**src/rtl/regwb_arbiter.sv**
```systemverilog
// Register-file writeback arbiter: round-robin between ALU (A) and load (B) writers,
// registered write port, and pending-write scoreboard. Optional stats via REGWB_STATS_EN.
module regwb_arbiter #(
    parameter int AW    = 5,
    parameter int DW    = 32,
    parameter int CNT_W = 16
) (
    input  logic              clk,
    input  logic              rst,
    input  logic              a_valid,
    output logic              a_ready,
    input  logic [AW-1:0]     a_addr,
    input  logic [DW-1:0]     a_data,
    input  logic              b_valid,
    output logic              b_ready,
    input  logic [AW-1:0]     b_addr,
    input  logic [DW-1:0]     b_data,
    input  logic              issue_valid,
    input  logic [AW-1:0]     issue_addr,
    output logic              regwrite,
    output logic [AW-1:0]     waddr,
    output logic [DW-1:0]     wdata,
    output logic [2**AW-1:0]  busy,
    output logic [CNT_W-1:0]  conflict_cnt
);

    localparam int NR = 2**AW;

    // Handshake: a requester holds valid/addr/data stable until ready is seen high;
    // the write is consumed on any clock edge where valid && ready. Ready is a pure
    // function of both valids and rr_ptr, and never rises without its own valid.
    logic          rr_ptr;
    logic          grant_a;
    logic          grant_b;
    logic          xfer;
    logic          contended;
    logic [AW-1:0] sel_addr;
    logic [DW-1:0] sel_data;
    logic [NR-1:0] busy_nxt;

    assign contended = a_valid && b_valid;
    assign grant_a   = !rst && a_valid && (!b_valid || !rr_ptr);
    assign grant_b   = !rst && b_valid && (!a_valid ||  rr_ptr);
    assign a_ready   = grant_a;
    assign b_ready   = grant_b;
    assign xfer      = grant_a || grant_b;
    assign sel_addr  = grant_b ? b_addr : a_addr;
    assign sel_data  = grant_b ? b_data : a_data;

    // On contention the pointer moves to whichever side lost.
    always_ff @(posedge clk) begin
        if (rst) begin
            rr_ptr <= 1'b0;
        end else if (contended) begin
            rr_ptr <= grant_a;
        end
    end

    always_ff @(posedge clk) begin
        if (rst) begin
            regwrite <= 1'b0;
            waddr    <= '0;
            wdata    <= '0;
        end else if (xfer) begin
            regwrite <= (sel_addr != '0);
            waddr    <= sel_addr;
            wdata    <= sel_data;
        end else begin
            regwrite <= 1'b0;
        end
    end

    // Clear before set so a same-cycle issue keeps the newer write outstanding.
    always_comb begin
        busy_nxt = busy;
        if (xfer) begin
            busy_nxt[sel_addr] = 1'b0;
        end
        if (issue_valid) begin
            busy_nxt[issue_addr] = 1'b1;
        end
        busy_nxt[0] = 1'b0;
    end

    always_ff @(posedge clk) begin
        if (rst) begin
            busy <= '0;
        end else begin
            busy <= busy_nxt;
        end
    end

`ifdef REGWB_STATS_EN
    logic [CNT_W-1:0] cnt_q;

    always_ff @(posedge clk) begin
        if (rst) begin
            cnt_q <= '0;
        end else if (contended && (cnt_q != {CNT_W{1'b1}})) begin
            cnt_q <= cnt_q + 1'b1;
        end
    end

    assign conflict_cnt = cnt_q;
`else
    assign conflict_cnt = '0;
`endif

endmodule

```
**config.mk**
```make
export PLATFORM = sky130hd
export DESIGN_NAME = regwb_arbiter
export DESIGN_NICKNAME = d
export VERILOG_FILES = /design/src/rtl/regwb_arbiter.sv
export SDC_FILE = /design/constraint.sdc
export NUM_CORES = 1
export LEC_CHECK = 0
export ABC_CLOCK_PERIOD_IN_PS = 2750
export BUFFER_PORTS_ARGS = -buffer_cell sky130_fd_sc_hd__buf_2
export CAP_MARGIN = 10
export CORE_ASPECT_RATIO = 0.9
export CORE_MARGIN = 5
export CORE_UTILIZATION = 50
export DETAILED_ROUTE_END_ITERATION = 10
export PLACE_DENSITY_LB_ADDON = 0.05
export SLEW_MARGIN = 20
export SYNTH_ARGS = -nofsm -noshare
export SYNTH_HDL_FRONTEND = slang
export SYNTH_SLANG_ARGS = --single-unit
```
**constraint.sdc**
```tcl
create_clock -name clk -period 2.75 [get_ports clk]
set_clock_uncertainty 0.1 [all_clocks]
set_input_delay 0.4125 -clock clk [delete_from_list [all_inputs] [get_ports clk]]
set_output_delay 0.4125 -clock clk [all_outputs]
set_load 0.05 [all_outputs]
```
## Yosys cells after proc, flatten, opt, wreduce, memory -nomap -nowiden

Index checks and enable logic that the tools add are counted.

- Order comparisons: 4
- Multiplexer cells: 8
- Bitwise operators: 4
- Reductions and logical operators: 16

Operators by type and width:

| kind | count |
|---|---|
| $mux W32 | 3 |
| $and A32 B32 Y32 | 1 |
| $not A32 Y32 | 1 |
| $or A32 B32 Y32 | 1 |
| $lt A5 B6 Y1 const B | 2 |
| $demux W1 S5 | 2 |
| $ge A5 B1 Y1 const B | 2 |
| $logic_and A1 B1 Y1 | 7 |
| $mux W5 | 1 |
| $reduce_bool A5 Y1 | 1 |
| $logic_not A1 Y1 | 4 |
| $logic_or A1 B1 Y1 | 3 |
| $mux W1 | 2 |
| $reduce_or A2 Y1 | 1 |
| $not A1 Y1 | 1 |

- Flip-flop bits (word level): 71
- Bits of input ports: 84
- Word-level logic and storage cells: 38

## Logic depth before layout (Yosys ltp)

Gate-level depths: netlist (run 1).

- Depth in word-level cells: 13
- Mapped depth: 8
- Gate-level depth less buffers: 5

## Least setup slack after synthesis (run 1)

OpenSTA, ideal clock, no wires.

- Path type: input-to-output
- Start point: in rst
- End point: out a_ready
- Arrival: 1.955 ns
- Data required time: 2.237 ns
- Setup slack: 0.282 ns
- Cell stages on the path: 3
- Path through: buf_4 -> clkbuf_1 -> a211oi_1

- Word-level cells in the longest chain between the ends: 3

RTL lines:

| item | line | source |
|---|---|---|
| from (decl) | 9 | `input logic rst,` |
| $logic_not A1 Y1 | 42 | `assign grant_a = !rst && a_valid && (!b_valid \|\| !rr_ptr);` |
| $logic_and A1 B1 Y1 (2 in series) | 42 |  |
| to (decl) | 11 | `output logic a_ready,` |

No other way between the ends.

## Worst setup path in the final report (run 1)

- Start point: reg rr_ptr
- End point: out b_ready

- Word-level cells in the longest chain between the ends: 2

RTL lines:

| item | line | source |
|---|---|---|
| from (decl) | 32 | `logic rr_ptr;` |
| from (signal assigned) | 55 | `rr_ptr <= grant_a;` |
| $logic_or A1 B1 Y1 | 43 | `assign grant_b = !rst && b_valid && (!a_valid \|\| rr_ptr);` |
| $logic_and A1 B1 Y1 | 43 |  |
| to (decl) | 15 | `output logic b_ready,` |

No other way between the ends.

==> reports/metrics.yaml, run 1 <==
critical_path:
  critPathMaxStageDelay_ns: 0.38
  cp_max_fo: 18
  crit_type: "flop to output port"
  cp_slowest_cell: "dfxtp_1"
  rrSetupSlack_ns: 0.64
  crit_start: "rr_ptr"
  r2r_end: "busy[17]"
  reg2reg_depth: 5
  start_kind: "flop"
  crit_arrival_ns: 1.84
  crit_chain: "nand2b_1 > nand2_1 > inv_2 > buf_2"
  r2r-start: "rr_ptr"
  crit_path_end: "b_ready"
  cp.required_ns: 2.24
  critPathCaptureType: "output port"
layout:
  drive_gt1_share_pct: 31.94
  post-route-util_pct: 64.17
  final_area_um2: 4471
  final_nets: 677
  area_growth_pct: 26.88
  insertedDiodeCount: 0
  n_fill_cell: 671
routing:
  totalWireLength_um: 10380
  drt_pass1_iterations: 5
  drt-initial-drc-count: 341
  wl_met3_um: 1109
  top_layer: "met4"
  dr_wl_met2_um: 4677
  via_count: 3766
  met1_length_um: 4494
  drcViolationCount: 0
  antenna_left: 0
  viasPerCell: 5.450
  wl_per_cell_um: 15.02
power_and_ir_drop:
  ir_drop_mv: 0.4501
  p_int_mw: 1.691
  clkPwrFrac_pct: 33.2
  p_per_area_nw_per_um2: 566.9
  p_sw_mw: 0.8437
  p_seq_share_pct: 43.0
  p_sw_share_pct: 33.29
  p_leak_nw: 1.999
  combPwrFrac_pct: 23.8
clock_network:
  ctsHoldBuffers: 0
  tritoncts: "built"
  cts_inserted_buffers: 9
  clockRootBuffer: "clkbuf_8"
  clk_pin_slew_ns: 0.07
  h-tree-depth: 3
  clkLatencyLatePin_ns: 0.34
  clockBufferDepth: 2
  ctsResizeCount: 0
  cts.sink_count: 70
  post_cts_buffers: 0
floorplanning:
  start_util_pct: 50.57
  dieWidth_um: 98.49
  io-pin-count: 172
  die_area_um2: 8828
  die_y_um: 89.64
  core_area_um2: 6967
  fp-row-count: 29
synth:
  synth_top_family_by_area: "simple AND/OR/NAND/NOR gates"
  ys_seq_area_share_pct: 39.77
  synthTopCellsByArea: "dfxtp_1 (40%), a311oi_1 (13%), nand2_1 (10%)"
  synth_fa_ha_area_share_pct: 0
  yosys_most_used_dff: "dfxtp_1"
  synthXorXnorAreaFrac_pct: 0.2486
  ys_warn_count: 0
  synth_top_cell_area_share_pct: 39.77
  synth_async_sr_flop_share_pct: 0
  synthDistinctLibCells: 37
  synth_top_area_cell: "dfxtp_1"
  synthSimpleGateAreaFrac_pct: 26.07
  syn_area_per_cell_um2: 7.812
  synthMuxAreaShare_pct: 0
  synth_seq_cells: 70
  synth_edf_count: 0
  synth-compound-area-share_pct: 24.57
  synth.cell_area_um2: 3523
  synth_cells: 451
placed_design:
  place_ws_ns: 0.5375
  detailed_place_hpwl_um: 7535
  gp_congestion: 0.8683
  placed_area_um2: 4270
  port_buffers: 154
sta:
  setup_tns_ns: 0
  report.final.slew_viol_count: 0
  relSlewSlack_pct: 48.68
  max_freq_mhz: 425.6
  tightest_slew_ns: 0.7598
  hold_violations: 0
  period_share_pct: 85.45
  setup_viol: 0
  worst_slack_ns: 0.4001
  grt_setup_unrepaired: "false"
  min_period_ns: 2.350
grt:
  grt_usage_pct: 21.87
  overflow: 0
  grt_pass1_wl_um: 15710
  grt_max_degree: 59
  first_global_vias: 3211
  antenna_found_initial: 0
run:
  maxCapViolCount: 0
outcome:
  status: "complete, no violations"
hold_path:
  hp-class: "primary input to flop"
-- worst min path at each step --
stage	startpoint	slack, ns	cells past startpoint	endpoint
2_1_floorplan	rr_ptr	0.41	2	rr_ptr
3_3_place_gp	wdata[31]	0.38	2	wdata[31]
3_5_place_dp	wdata[28]	0.39	2	wdata[28]
4_1_cts	b_data[1]	0.20	3	wdata[1]
5_1_grt	b_data[23]	0.21	3	wdata[23]
6_report	b_data[1]	0.22	3	wdata[1]
-- registers in the layout (all words and copies together) (netlist names) --
signal,count
busy,31
regwrite,1
rr_ptr,1
waddr,5
wdata,32
-- area by class of cell --
class,count,area [um2],share of cell area [%]
inverters,4,15.01,0.3359
repair buffers,166,873.3,19.54
clock buffers,12,155.1,3.470
clock inverters,4,45.04,1.008
multi-input cells,342,1864,41.70
flip-flops and latches,70,1401,31.35
well taps,93,116.4,2.603
-- placed cells by master, fill, tap and decap left out, types with 2 or more instances in the layout --
| cell type | count |
|---|---|
| a311oi_1 | 52 |
| nand4_1 | 4 |
| a21oi_1 | 35 |
| nand4b_1 | 5 |
| nand3b_1 | 5 |
| nand3_1 | 4 |
| and3_1 | 2 |
| a211oi_1 | 17 |
| buf_4 | 11 |
| conb_1 | 17 |
| nor2_1 | 74 |
| dfxtp_1 | 70 |
| o41ai_1 | 3 |
| o21ai_0 | 4 |
| nand2b_1 | 2 |
| nor3b_2 | 3 |
| nand2_1 | 94 |
| clkbuf_8 | 11 |
| o2111ai_1 | 3 |
| inv_1 | 3 |
| nor2b_1 | 5 |
| clkinv_2 | 3 |
| buf_2 | 154 |
-- synth_stat cells (all sizes together), types with 2 or more instances --
cell type,number
nand4,4
nor2,75
and3,2
o2111ai,3
a311oi,52
inv,4
nor2b,6
o41ai,3
buf,37
o21ai,4
nand4b,5
nand3,4
a211oi,17
or4,2
a21oi,36
dfxtp,70
nand3b,5
nand2b,2
nor3b,4
clkbuf,14
nand2,94
-- power by group through the flow --
| stage | sequential, mW | clock, mW | combinational [mW] |
|---|---|---|---|
| after CTS | 1.09 | 0.867 | 0.602 |
| final | 1.09 | 0.842 | 0.603 |
| after floorplan | 1.29 | 0 | 0.280 |
| after global routing | 1.10 | 0.911 | 0.645 |
| after detailed placement | 1.11 | 0 | 0.601 |
| after global placement | 1.11 | 0 | 0.595 |
-- metal layers --
layer  global-route usage, %  vias up
li1                        -     1871
met1                   29.63     1713
met2                   33.39      173
met3                   7.645        9
met4                   6.079        0
met5                       0        -
-- kinds of logic after synthesis --
kind of cell | Yosys count
and+or+nand+nor | 207
AOI/OAI and AO/OA | 117
DFF | 70
buffers and inverters | 55
xor gates and xnor gates | 1
other | 1
-- per-stage QoR --
stage	hold WS [ns]	total power, mW	std cells
detailed placement	0.3873	1.712	675
global route	0.2062	2.652	691
CTS	0.2017	2.558	691
finish	0.2158	2.534	691
floorplan	0.4148	1.566	467
global placement	0.3821	1.705	675
-- worst max-delay path, delay by kind of cell (launching register included) --
family / cells / cell delay, ns
buffers and inverters: 2 / 0.59
and+or+nand+nor: 2 / 0.52
DFF: 1 / 0.38
Power figures use the tool's default switching activity.
==> run 2: changes to the inputs <==
--- a/config.mk
+++ b/config.mk
@@ -13,6 +13,7 @@
 export CORE_UTILIZATION = 50
 export DETAILED_ROUTE_END_ITERATION = 10
 export PLACE_DENSITY_LB_ADDON = 0.05
+export RECOVER_POWER = 100
 export SLEW_MARGIN = 20
 export SYNTH_ARGS = -nofsm -noshare
 export SYNTH_HDL_FRONTEND = slang
==> reports/metrics.yaml, run 2 (synthesized netlist as in run 1, its figures left out) <==
power_and_ir_drop:
  clkPwrFrac_pct: 33.5  # was 33.2%
  p_per_area_nw_per_um2: 579.5  # was 566.9 nW/um2
  p_seq_share_pct: 43.3  # was 43.0%
  p_sw_mw: 0.8460  # was 0.8437 mW
  combPwrFrac_pct: 23.2  # was 23.8%
  p_leak_nw: 1.700  # was 1.999 nW
  ir_drop_mv: 0.4617  # was 0.4501 mV
  p_int_mw: 1.673  # was 1.691 mW
  p_sw_share_pct: 33.59  # was 33.29%
clock_network:
  ctsHoldBuffers: 0  # unchanged
  ctsResizeCount: 0  # unchanged
  cts_inserted_buffers: 9  # unchanged
  cts.sink_count: 70  # unchanged
  clockBufferDepth: 2  # unchanged
  h-tree-depth: 3  # unchanged
  clockRootBuffer: "clkbuf_8"  # unchanged
  clkLatencyLatePin_ns: 0.35  # was 0.34 ns
  tritoncts: "built"  # unchanged
  clk_pin_slew_ns: 0.08  # was 0.07 ns
  post_cts_buffers: 0  # unchanged
floorplanning:
  fp-row-count: 29  # unchanged
  core_area_um2: 6967  # unchanged
  die_area_um2: 8828  # unchanged
  die_y_um: 89.64  # unchanged
  dieWidth_um: 98.49  # unchanged
  start_util_pct: 50.57  # unchanged
  io-pin-count: 172  # unchanged
sta:
  hold_violations: 0  # unchanged
  period_share_pct: 88.82  # was 85.45%
  grt_setup_unrepaired: "false"  # unchanged
  tightest_slew_ns: 0.8114  # was 0.7598 ns
  min_period_ns: 2.442  # was 2.350 ns
  report.final.slew_viol_count: 0  # unchanged
  setup_viol: 0  # unchanged
  holdWs_ns: 0.2162  # was 0.2158 ns
  setup_tns_ns: 0  # unchanged
  relSlewSlack_pct: 45.90  # was 48.68%
  worst_slack_ns: 0.3075  # was 0.4001 ns
  max_freq_mhz: 409.4  # was 425.6 MHz
routing:
  drt-initial-drc-count: 307  # was 341
  drcViolationCount: 0  # unchanged
  wl_per_cell_um: 15.05  # was 15.02 um
  viasPerCell: 5.486  # was 5.450
  totalWireLength_um: 10400  # was 10380 um
  via_count: 3791  # was 3766
  antenna_left: 0  # unchanged
  drt_pass1_iterations: 5  # unchanged
layout:
  largest_reg_flops: 32  # unchanged
  insertedDiodeCount: 0  # unchanged
  final_area_um2: 4347  # was 4471 um2
  mostFrequentLayoutCell: "nand2_1"  # was buf_2
  drive_gt1_share_pct: 19.40  # was 31.94%
  regMostFlops: "wdata"  # unchanged
  post-route-util_pct: 62.39  # was 64.17%
  area_growth_pct: 23.37  # was 26.88%
  top_regs: "wdata x32, busy x31, waddr x5"  # unchanged
  mostFrequentLayoutCells: "nand2_1 (94), buf_2 (82), nor2_1 (74), clkbuf_1 (74), dfxtp_1 (70)"  # was buf_2 (154), nand2_1 (94), nor2_1 (74), dfxtp_1 (70), a311oi_1 (52)
  final_nets: 677  # unchanged
grt:
  grt_max_degree: 59  # unchanged
  first_global_vias: 3211  # unchanged
  antenna_found_initial: 0  # unchanged
  overflow: 0  # unchanged
  grt_pass1_wl_um: 15710  # unchanged
  grt_usage_pct: 21.87  # unchanged
critical_path:
  crit_arrival_ns: 2.52  # was 1.84 ns
  cp_max_fo: 18  # unchanged
  crit_type: "primary input to flop"  # was flop to output port
  r2r-start: "rr_ptr"  # unchanged
  critPathCaptureType: "flop"  # was output port
  reg2reg_depth: 6  # was 5
  r2r_end: "wdata[14]"  # was busy[17]
  cp.required_ns: 2.83  # was 2.24 ns
  rrSetupSlack_ns: 0.49  # was 0.64 ns
  start_kind: "primary input"  # was flop
outcome:
  status: "complete, no violations"  # unchanged
placed_design:
  port_buffers: 154  # unchanged
  place_ws_ns: 0.5375  # unchanged
  detailed_place_hpwl_um: 7535  # unchanged
  gp_congestion: 0.8683  # unchanged
  placed_area_um2: 4270  # unchanged
hold_path:
  worstHoldEndpoint: "wdata[1]"  # unchanged
  hp-class: "primary input to flop"  # unchanged
  hold_depth: 3  # unchanged
  min_from: "b_data[1]"  # unchanged
run:
  maxCapViolCount: 0  # unchanged
run 2: cell count changes in the layout (fill, tap and decap cells not counted):
| cell | delta |
|---|---|
| a21oi_1 | +1 |
| clkbuf_2 | +4 |
| clkbuf_1 | +73 |
| or4_4 | -1 |
| nor2_2 | +1 |
| nor2_4 | -1 |
| or4_1 | +1 |
| buf_4 | -5 |
| buf_2 | -72 |
| a21oi_4 | -1 |
run 2: how the worst max path moves through the flow:
stage	from	endpoint	slack, ns
finish	rst	busy[4]	0.31
global route	rr_ptr	wdata[27]	0.23
CTS	rr_ptr	b_ready	0.38
detailed placement	a_valid	busy[18]	0.54
global placement	rst	busy[4]	0.61
floorplan	rst	a_ready	0.28
run 2: cell type report:
class | count | area, um2
clock inverters | 4 | 45.04
inverters | 4 | 15.01
well taps | 93 | 116.4
fillers | 717 | 2620
clock buffers | 12 | 155.1
multi-input cells | 342 | 1844
repair buffers | 166 | 769.5
flip-flops and latches | 70 | 1401
run 2: per-stage QoR:
stage / power (mW) / instances
4_1_cts: 2.558 / 691
2_1_floorplan: 1.566 / 467
6_report: 2.519 / 691
5_1_grt: 2.634 / 691
3_5_place_dp: 1.712 / 675
3_3_place_gp: 1.705 / 675
run 2: power groups by stage:
stage                     logic [mW]  registers (mW)  clock network [mW]
after detailed placement       0.601            1.11                   0
after CTS                      0.602            1.09               0.867
after floorplan                0.280            1.29                   0
after global routing           0.626            1.10               0.911
final                          0.583            1.09               0.845
after global placement         0.595            1.11                   0
run 2: critical path: stages:
cell,delay (ns)
clkbuf_1,0.33
nand2b_1,0.39
or4_1,0.54
a21oi_1,0.63
a311oi_1,0.22
run 2: metal layers:
layer / global-route usage (%) / vias to the layer above / share of wire [%]
met1: 29.63 / 1737 / 43
met3: 7.645 / 7 / 11
li1: - / 1872 / -
met2: 33.39 / 175 / 46
met4: 6.079 / 0 / 0.67
met5: 0 / - / 0
